`config.mk`:
```
export PLATFORM = sky130hd
export DESIGN_NAME = flappy_ctrl_seq_flat
export DESIGN_NICKNAME = d
export VERILOG_FILES = /design/src/rtl/flappy_ctrl_seq_if.sv /design/src/rtl/flappy_ctrl_seq.sv /design/src/flat_wrapper.sv
export SDC_FILE = /design/constraint.sdc
export NUM_CORES = 1
export LEC_CHECK = 0
export BUFFER_PORTS_ARGS = -buffer_cell sky130_fd_sc_hd__buf_4
export CAP_MARGIN = 20
export CORE_MARGIN = 2
export CORE_UTILIZATION = 50
export DETAILED_ROUTE_END_ITERATION = 6
export GPL_ROUTABILITY_DRIVEN = 0
export GPL_TIMING_DRIVEN = 1
export HOLD_SLACK_MARGIN = 0.1
export PLACE_DENSITY = 0.7
export SYNTH_ARGS = -nofsm -noshare
export SYNTH_HDL_FRONTEND = slang
export SYNTH_SLANG_ARGS = --single-unit
export TNS_END_PERCENT = 5
```
`constraint.sdc`:
```
create_clock -name clk -period 4.55 [get_ports clk]
set_input_delay 0.2275 -clock clk [delete_from_list [all_inputs] [get_ports clk]]
set_output_delay 0.2275 -clock clk [all_outputs]
set_load 0.005 [all_outputs]
```
`src/rtl/flappy_ctrl_seq_if.sv`:
```
// rtl/flappy_ctrl_seq_if.sv - reset/flap request and core control bundle for flappy_ctrl_seq
interface flappy_ctrl_seq_if;
  logic       osd_reset;
  logic       btn_reset;
  logic       fire_reset;
  logic       fire_flap;
  logic       key_reset_n;
  logic       key_flap_n;
  logic       core_reset_n;
  logic       flap_n;
  logic [1:0] state;

  modport master (
    output osd_reset, btn_reset, fire_reset, fire_flap, key_reset_n, key_flap_n,
    input  core_reset_n, flap_n, state
  );

  modport slave (
    input  osd_reset, btn_reset, fire_reset, fire_flap, key_reset_n, key_flap_n,
    output core_reset_n, flap_n, state
  );
endinterface

```
`src/rtl/flappy_ctrl_seq.sv`:
```
// rtl/flappy_ctrl_seq.sv - stretched core reset and flap sequencer for the Flappy Bird core
// Optional autofire in RUN is enabled by defining AUTOFLAP_EN.
module flappy_ctrl_seq #(
  parameter int HOLD_W     = 17,
  parameter int DEB_W      = 16,
  parameter int SETTLE_CYC = 1024,
  parameter int AUTO_W     = 22
) (
  input  logic              clk,
  input  logic              reset,
  flappy_ctrl_seq_if.slave  bus
);

  localparam int SET_W = $clog2(SETTLE_CYC + 1);
  localparam int CNT_W = (HOLD_W > SET_W) ? HOLD_W : SET_W;
  localparam logic [CNT_W-1:0] HOLD_MAX   = CNT_W'({HOLD_W{1'b1}});
  localparam logic [CNT_W-1:0] SETTLE_MAX = CNT_W'(SETTLE_CYC - 1);

  if (HOLD_W < 1 || DEB_W < 1 || SETTLE_CYC < 1 || AUTO_W < 2) begin : g_param_check
    $error("flappy_ctrl_seq: parameter out of range");
  end

  typedef enum logic [1:0] {
    S_HOLD   = 2'd0,
    S_SETTLE = 2'd1,
    S_RUN    = 2'd2
  } state_t;

  // Index 1 is KEY[1] (reset), index 0 is KEY[0] (flap); all idle high.
  logic [1:0]            key_raw;
  logic [1:0]            key_meta;
  logic [1:0]            key_sync;
  logic [1:0]            key_db;
  logic [1:0][DEB_W-1:0] deb_cnt;

  assign key_raw = {bus.key_reset_n, bus.key_flap_n};

  always_ff @(posedge clk or posedge reset) begin
    if (reset) begin
      key_meta <= 2'b11;
      key_sync <= 2'b11;
      key_db   <= 2'b11;
      deb_cnt  <= '0;
    end else begin
      key_meta <= key_raw;
      key_sync <= key_meta;
      for (int i = 0; i < 2; i++) begin
        if (key_sync[i] == key_db[i]) begin
          deb_cnt[i] <= '0;
        end else if (deb_cnt[i] == {DEB_W{1'b1}}) begin
          deb_cnt[i] <= '0;
          key_db[i]  <= key_sync[i];
        end else begin
          deb_cnt[i] <= deb_cnt[i] + DEB_W'(1);
        end
      end
    end
  end

  logic req;
  logic flap_req;

  assign req      = bus.osd_reset | bus.btn_reset | bus.fire_reset | ~key_db[1];
  assign flap_req = bus.fire_flap | ~key_db[0];

  state_t           state_q, state_d;
  logic [CNT_W-1:0] cnt_q, cnt_d;
  logic             core_q, core_d;
  logic             flap_q, flap_d;

`ifdef AUTOFLAP_EN
  logic [AUTO_W-1:0] phase_q, phase_d;

  always_ff @(posedge clk or posedge reset) begin
    if (reset) phase_q <= '0;
    else       phase_q <= phase_d;
  end
`endif

  always_ff @(posedge clk or posedge reset) begin
    if (reset) begin
      state_q <= S_HOLD;
      cnt_q   <= '0;
      core_q  <= 1'b0;
      flap_q  <= 1'b1;
    end else begin
      state_q <= state_d;
      cnt_q   <= cnt_d;
      core_q  <= core_d;
      flap_q  <= flap_d;
    end
  end

  always_comb begin
    state_d = state_q;
    cnt_d   = cnt_q;
    flap_d  = 1'b1;
`ifdef AUTOFLAP_EN
    phase_d = '0;
`endif
    if (req) begin
      state_d = S_HOLD;
      cnt_d   = '0;
    end else begin
      case (state_q)
        S_HOLD: begin
          if (cnt_q == HOLD_MAX) begin
            state_d = S_SETTLE;
            cnt_d   = '0;
          end else begin
            cnt_d = cnt_q + CNT_W'(1);
          end
        end
        S_SETTLE: begin
          // Saturate rather than leave while the flap is held, so a stuck button can't start a game.
          if (cnt_q == SETTLE_MAX) begin
            if (!flap_req) state_d = S_RUN;
          end else begin
            cnt_d = cnt_q + CNT_W'(1);
          end
        end
        S_RUN: begin
`ifdef AUTOFLAP_EN
          if (flap_req) begin
            flap_d  = phase_q[AUTO_W-1];
            phase_d = phase_q + AUTO_W'(1);
          end
`else
          flap_d = ~flap_req;
`endif
        end
        default: begin
          state_d = S_HOLD;
          cnt_d   = '0;
        end
      endcase
    end
    core_d = (state_d != S_HOLD);
  end

  assign bus.core_reset_n = core_q;
  assign bus.flap_n       = flap_q;
  assign bus.state        = state_q;

endmodule
```
`src/flat_wrapper.sv`:
```
// flat-port wrapper written by rule: the top's interface ports become plain ports
module flappy_ctrl_seq_flat 
#(
  parameter int HOLD_W     = 17,
  parameter int DEB_W      = 16,
  parameter int SETTLE_CYC = 1024,
  parameter int AUTO_W     = 22
)
  (clk, reset, bus_osd_reset, bus_btn_reset, bus_fire_reset, bus_fire_flap, bus_key_reset_n, bus_key_flap_n, bus_core_reset_n, bus_flap_n, bus_state);
  flappy_ctrl_seq_if bus_i ();
  input  logic clk;
  input  logic reset;
  input wire logic [$bits(bus_i.osd_reset)-1:0] bus_osd_reset;
  input wire logic [$bits(bus_i.btn_reset)-1:0] bus_btn_reset;
  input wire logic [$bits(bus_i.fire_reset)-1:0] bus_fire_reset;
  input wire logic [$bits(bus_i.fire_flap)-1:0] bus_fire_flap;
  input wire logic [$bits(bus_i.key_reset_n)-1:0] bus_key_reset_n;
  input wire logic [$bits(bus_i.key_flap_n)-1:0] bus_key_flap_n;
  output wire logic [$bits(bus_i.core_reset_n)-1:0] bus_core_reset_n;
  output wire logic [$bits(bus_i.flap_n)-1:0] bus_flap_n;
  output wire logic [$bits(bus_i.state)-1:0] bus_state;
  assign bus_i.osd_reset = bus_osd_reset;
  assign bus_i.btn_reset = bus_btn_reset;
  assign bus_i.fire_reset = bus_fire_reset;
  assign bus_i.fire_flap = bus_fire_flap;
  assign bus_i.key_reset_n = bus_key_reset_n;
  assign bus_i.key_flap_n = bus_key_flap_n;
  assign bus_core_reset_n = bus_i.core_reset_n;
  assign bus_flap_n = bus_i.flap_n;
  assign bus_state = bus_i.state;
  flappy_ctrl_seq #(.HOLD_W(HOLD_W), .DEB_W(DEB_W), .SETTLE_CYC(SETTLE_CYC), .AUTO_W(AUTO_W)) u_core (.clk(clk), .reset(reset), .bus(bus_i));
endmodule
```
-- After elaboration in Yosys (flattened, before gate mapping)
Index checks and enable logic that the tools add are counted.
- add/sub/neg operators: 3
- equality and inequality tests: 10
- multiplexer cells: 15
- bitwise gates (word level): 9
- reduce and logical (&&, ||, !) cells: 5
- operators by type and width (kind ; count):
    two-way mux 16 bit ; 4
    two-way mux 17 bit ; 3
    case mux 17 bit (3 select lines) ; 1
    adder 16 x 1 -> 16 bit (second input constant) ; 2
    == test 16 bit (second input constant) ; 2
    adder 17 x 1 -> 17 bit (second input constant) ; 1
    == test 17 x 10 -> 1 bit (second input constant) ; 1
    == test 17 bit (second input constant) ; 1
    two-way mux 2 bit ; 4
    case mux 2 bit (3 select lines) ; 1
    AND reduction 2 bit ; 3
    inverter 1 bit ; 5
    bitwise OR 1 bit ; 4
    inequality test 3 x 2 -> 1 bit (second input constant) ; 1
    == test 1 bit ; 2
    == test 2 x 1 -> 1 bit (second input constant) ; 1
    == test 2 bit (second input constant) ; 1
    zero test 2 bit ; 1
    two-way mux 1 bit ; 2
    inequality test 2 x 1 -> 1 bit (second input constant) ; 1
    nonzero test 2 bit ; 1
- bits in registers: 59
- bits of input ports: 8
- output and inout bits: 4

-- Longest topological paths before layout
- depth in word-level cells: 7
- gate-level depth with buffers: 11
- mapped depth without buffers: 9

-- Worst setup path after synthesis
No wires, ideal clock.
- path kind: register to register
- start: reg u_core.cnt_q[0]
- end: reg u_core.cnt_q[14]
- arrival: 2.425 ns
- data required time: 4.426 ns
- setup slack: 2.002 ns
- cell stages (with the launch flop): 12
- path buffers: 2
- clock period less this slack: 2.548 ns
- cells stage by stage: dfrtp_1 ha_1 nand3_1 or3_1 clkbuf_1 nor4_1 ha_1 and2b_2 or3_4 buf_6 nor4_1 a211o_1
- longest elaborated chain between the ends: 4
- elaborated cells between the ends (all ways): 9
- those cells by class: add/sub: 1; eq/ne: 3; mux: 4; reduce/logical: 1
- ends and longest elaborated chain (element ; RTL line ; RTL):
    from (decl) ; flappy_ctrl_seq.sv:67 ; logic [CNT_W-1:0] cnt_q, cnt_d;
    from (signal assigned) ; flappy_ctrl_seq.sv:88 ; cnt_q <= cnt_d;
    adder 17 x 1 -> 17 bit or == test 17 bit (tied branches) ; flappy_ctrl_seq.sv:111, flappy_ctrl_seq.sv:119, flappy_ctrl_seq.sv:107 ;
    two-way mux 17 bit (on tied branches) ; flappy_ctrl_seq.sv:116, flappy_ctrl_seq.sv:107 ;
    case mux 17 bit (3 select lines) ; flappy_ctrl_seq.sv:105 ; case (state_q)
    two-way mux 17 bit ; flappy_ctrl_seq.sv:101 ; if (req) begin
Parallel ways exist; a longest one is shown, timed or not. The select of a mux whose other input is x is not followed.
A chain may end at the register's enable or synchronous reset.

-- Worst setup path after layout
- start: reg u_core.cnt_q[0]
- end: reg u_core.cnt_q[10]
Same word-level chain as after synthesis.

==> impl.org <==
** Outcome
- Outcome :: finished, final reports clean

** Setup path
- Crit path required time :: 4.77 ns
- The critical path is of the reg -> reg type.
- Worst-path fanout max :: 17
- At the worst endpoint, the arrival time is 2.99 ns.
- Worst Setup Start Kind :: flip-flop
- Critical Path Sink Type :: flip-flop

** Logic synthesis
- After Yosys synthesis, and, or, nand and nor cells account for 22.93% of the synthesized area.
- Number of library cell types mapped by synthesis :: 50
- The synthesized design contains 59 register bits.
- The synthesized netlist devotes 1.715% of its cell area to adder and majority cells.
- Count of warnings emitted by yosys :: 0
- Yosys instantiated no cell more often than sky130_fd_sc_hd__dfrtp_1.
- Proportion of synthesized chip area in sequential cells :: 50.88%
- The biggest area contributor in the post-synthesis netlist is sky130_fd_sc_hd__dfrtp_1.
- Fraction of post-synthesis cell area in the top cell type by area :: 44.58%
- Net count after synthesis :: 304
- After synthesis, the mean cell area works out to 9.997 sq um.
- Summing every instance area after synthesis gives 2919 sq um.
- The synthesized netlist devotes 8.401% of its cell area to XOR and XNOR gates.
- Counting flops with an async set or reset pin after synthesis yields a share of 100.0%.
- Number of enable-type register cells in the synthesized netlist :: 0
- Largest cells by area after synthesis :: sky130_fd_sc_hd__dfrtp_1 45%, sky130_fd_sc_hd__dfstp_2 6.3%, sky130_fd_sc_hd__xnor2_1 6.3%
- Summing the areas of all compound-gate instances in the mapped netlist gives 11.83% of the synthesized area.
- After synthesis, the largest family of logic cells by area is simple AND/OR/NAND/NOR gates.
- Top cells by instance count after synthesis :: 52 x sky130_fd_sc_hd__dfrtp_1, 43 x sky130_fd_sc_hd__nor2_1, 21 x sky130_fd_sc_hd__xnor2_1
- Most used flip-flop cell after synthesis :: sky130_fd_sc_hd__dfrtp_1
- Post-Syn Instances :: 292
- The portion of synthesized area spent on multiplexers is 1.114%.

** Route
- Via density :: 5.706
- For this block, the routed nets add up to 5404 microns of wire.
- In this run, the number of DRC markers left after iteration 0 of detailed routing was 137.
- Final routed DRC violation total :: 0
- Dividing the detail-routed wire length by the instance count gives 14.04 microns.
- Residual antenna-violating net count after detailed routing :: 0
- Number of detailed-route iterations in the first pass :: 4
- Overall via count from detail_route :: 2197

** Pwr
- In this run the static leakage power is 1.339 nW.
- The share of total power dissipated in sequential elements is 48.7%.
- Summed over all nets, the switching power comes to 0.0002228 W.
- Power Internal :: 0.0008828 W
- IR analysis of the VDD net gives a maximum drop of 0.0002623 V.
- Switching power share of the total :: 20.16%
- Clock network fraction of design power :: 48.6%
- Per report_power, the combinational group accounts for 2.8% of the total.
- P per Cell Area :: 335.5 nW/um^2

** STA
- Setup Viol. Count Final :: 0
- Share of the clock period used by the worst path :: 60.79%
- Final clock skew :: 0.01168 ns
- Worst hold slack across all endpoints :: 0.08479 ns
- Timing would allow up to 361.6 MHz.
- Final Hold Vio Count :: 0
- Slew @ Worst Pin :: 0.7203 ns
- Setup repair after global routing left no endpoint under its margin.
- Final-layout setup total negative slack :: 0 ns
- Max transition margin :: 51.98%
- Post-layout minimum cycle time :: 2.766 ns
- The number of max-slew violations in the final report is 0.

** Placement
- Post-DP HPWL :: 3499 microns
- Buffers placed on the I/O ports in this run total 11.
- Post-detailed-placement cell area :: 3045 sq um
- Including well taps, the total number of placed cells is 366.

** Clock tree
- The cell sitting at the root of the clock tree is a sky130_fd_sc_hd__clkbuf_8.
- At the later pin of the worst-skew pair, clock insertion delay measures 0.34 ns.
- The H-tree was split into 3 levels.
- Buffer depth of the longest clock path :: 2
- TritonCTS built the clock tree.
- Post-CTS repair changed the size of 0 cells.
- Clock slew at reported path FFs :: 0.07 ns
- The number of clock buffers added by TritonCTS is 9.
- Post-CTS timing repair inserted 0 buffers for setup.
- CTS sink count :: 59

** Floorplanning
- The die is 80.41 microns wide.
- DIE AREA :: 6465 sq um
- 12 I/O pins were placed.
- # rows :: 27
- Core box area :: 5574 sq um
- In this run the vertical extent of the chip is 80.41 microns.
- The initial utilization of the core area, before any placement, comes to 52.37%.

** Global route
- Entering global routing, the biggest net connects 60 pins.
- Initial antenna violation count :: 0
- Total GRT Usage :: 19.13%
- First-pass GRT wire length :: 9342 microns
- Overflow after GRT :: 0
- Vias in the first global route :: 2063

** Cells and area
- Relative to the synthesized area, the layout overhead comes to 12.90%.
- Final-stage net count :: 320
- The number of antenna diodes in the final layout is 0.
- In the final layout, the share of cells above drive strength 1 is 15.34%.
- After the flow finishes, the layout carries non-filler instances totaling 385.
- Area of all placed cells without fillers :: 3296 sq um
- Share of the core filled with cells in the final layout :: 59.12%

** Min path
- Class of the worst hold path :: in -> async

** Run
- Number of maximum-capacitance constraint violations :: 0
==> kinds of logic (layout without fill, tap and decap cells) <==
logic type               after synthesis  in the layout
adder cells (fa/ha/maj)                4              4
buffers and inverters                 20             41
XOR/XNOR                              28             28
multiplexers                           3              3
flip-flops                            59             59
AO/OA/AOI/OAI                         48             48
AND/OR/NAND/NOR                      130            130
==> critical path, stage by stage (launching register included) <==
cell                      delay (ns)
sky130_fd_sc_hd__dfrtp_1        0.42
sky130_fd_sc_hd__ha_1           0.20
sky130_fd_sc_hd__nand3_1        0.20
sky130_fd_sc_hd__or3_1          0.52
sky130_fd_sc_hd__nor4_1         0.32
sky130_fd_sc_hd__ha_1           0.23
sky130_fd_sc_hd__and2b_2        0.19
sky130_fd_sc_hd__nor3_4         0.09
sky130_fd_sc_hd__and3_1         0.22
sky130_fd_sc_hd__a211o_1        0.27
==> worst paths after layout <==
kind | slack [ns] | start | cells past startpoint | end
max in group asynchronous | 3.96 | reset | 3 | u_core.cnt_q[15]$_DFFE_PP0P_
min | 0.08 | reset | 3 | u_core.deb_cnt[25]$_DFF_PP0_
max reg2reg | 1.78 | u_core.cnt_q[0]$_DFFE_PP0P_ | 9 | u_core.cnt_q[10]$_DFFE_PP0P_
min reg2reg | 0.36 | u_core.key_meta[1]$_DFF_PP1_ | 0 | u_core.key_sync[1]$_DFF_PP1_
min in group clk | 0.13 | bus_fire_flap | 3 | u_core.bus.flap_n$_DFF_PP1_
max | 1.78 | u_core.cnt_q[0]$_DFFE_PP0P_ | 9 | u_core.cnt_q[10]$_DFFE_PP0P_
==> per-stage QoR <==
step	power (W)	worst slack (ns)
2_1_floorplan	0.0005659	2.002
3_3_place_gp	0.0005767	1.913
3_5_place_dp	0.0005772	1.842
4_1_cts	0.001126	1.832
5_1_grt	0.001146	1.570
6_report	0.001106	1.784
==> layout by cell type, fill, tap and decap left out, types with 3 or more instances in the layout <==
cell / synthesis / routed
sky130_fd_sc_hd__a21oi_1: 9 / 9
sky130_fd_sc_hd__a31o_2: 5 / 5
sky130_fd_sc_hd__a31oi_1: 7 / 7
sky130_fd_sc_hd__a41oi_1: 3 / 3
sky130_fd_sc_hd__and3_1: 6 / 6
sky130_fd_sc_hd__buf_4: 0 / 13
sky130_fd_sc_hd__clkbuf_1: 7 / 3
sky130_fd_sc_hd__clkbuf_8: 0 / 11
sky130_fd_sc_hd__dfrtp_1: 52 / 52
sky130_fd_sc_hd__dfstp_2: 7 / 7
sky130_fd_sc_hd__ha_1: 4 / 4
sky130_fd_sc_hd__inv_1: 10 / 9
sky130_fd_sc_hd__nand2_1: 12 / 12
sky130_fd_sc_hd__nand3_1: 20 / 20
sky130_fd_sc_hd__nand4_1: 10 / 10
sky130_fd_sc_hd__nor2_1: 43 / 43
sky130_fd_sc_hd__nor3_1: 11 / 11
sky130_fd_sc_hd__nor4_1: 10 / 10
sky130_fd_sc_hd__o21ai_0: 8 / 8
sky130_fd_sc_hd__or3_1: 3 / 3
sky130_fd_sc_hd__xnor2_1: 21 / 21
sky130_fd_sc_hd__xor2_1: 7 / 7
==> per-layer routing <==
| metal | up-vias | wire length, microns | GRT usage (%) |
|---|---|---|---|
| li1 | 1085 | - | - |
| met1 | 1051 | 2579 | 24.16 |
| met2 | 49 | 2485 | 30.17 |
| met3 | 12 | 239 | 5.506 |
| met4 | 0 | 99 | 9.153 |
| met5 | - | 0 | 0 |
==> registers in the layout, summed over array words and instances (netlist names) <==
register and count:
u_core.deb_cnt 32, u_core.cnt_q 17, u_core.bus.state 2, u_core.key_db 2
u_core.key_meta 2, u_core.key_sync 2, u_core.bus.core_reset_n 1, u_core.bus.flap_n 1
==> final cells by class <==
class | count | area, sq um
Multi-Input combinational cell | 213 | 1343
Timing Repair Buffer | 15 | 117.6
Sequential cell | 59 | 1485
Clock buffer | 14 | 162.7
Tap cell | 72 | 90.09
Fill cell | 471 | 2278
Inverter | 10 | 37.54
Clock inverter | 2 | 60.06
==> power by group through the flow <==
stage                     Clock (W)  Sequential (W)  Combinational (W)
after floorplan                   0        0.000546          0.0000198
after CTS                  0.000557        0.000538          0.0000316
final                      0.000537        0.000538          0.0000305
after global routing       0.000572        0.000539          0.0000356
after detailed placement          0        0.000547          0.0000302
after global placement            0        0.000547          0.0000298
==> what timing repair did <==
action / 4_1_cts / 5_1_grt
hold buffers: 2 / 0
setup endpoints to repair: 0 / 0
hold endpoints to repair: 2 / 0
(Power assumes the default switching activity.)
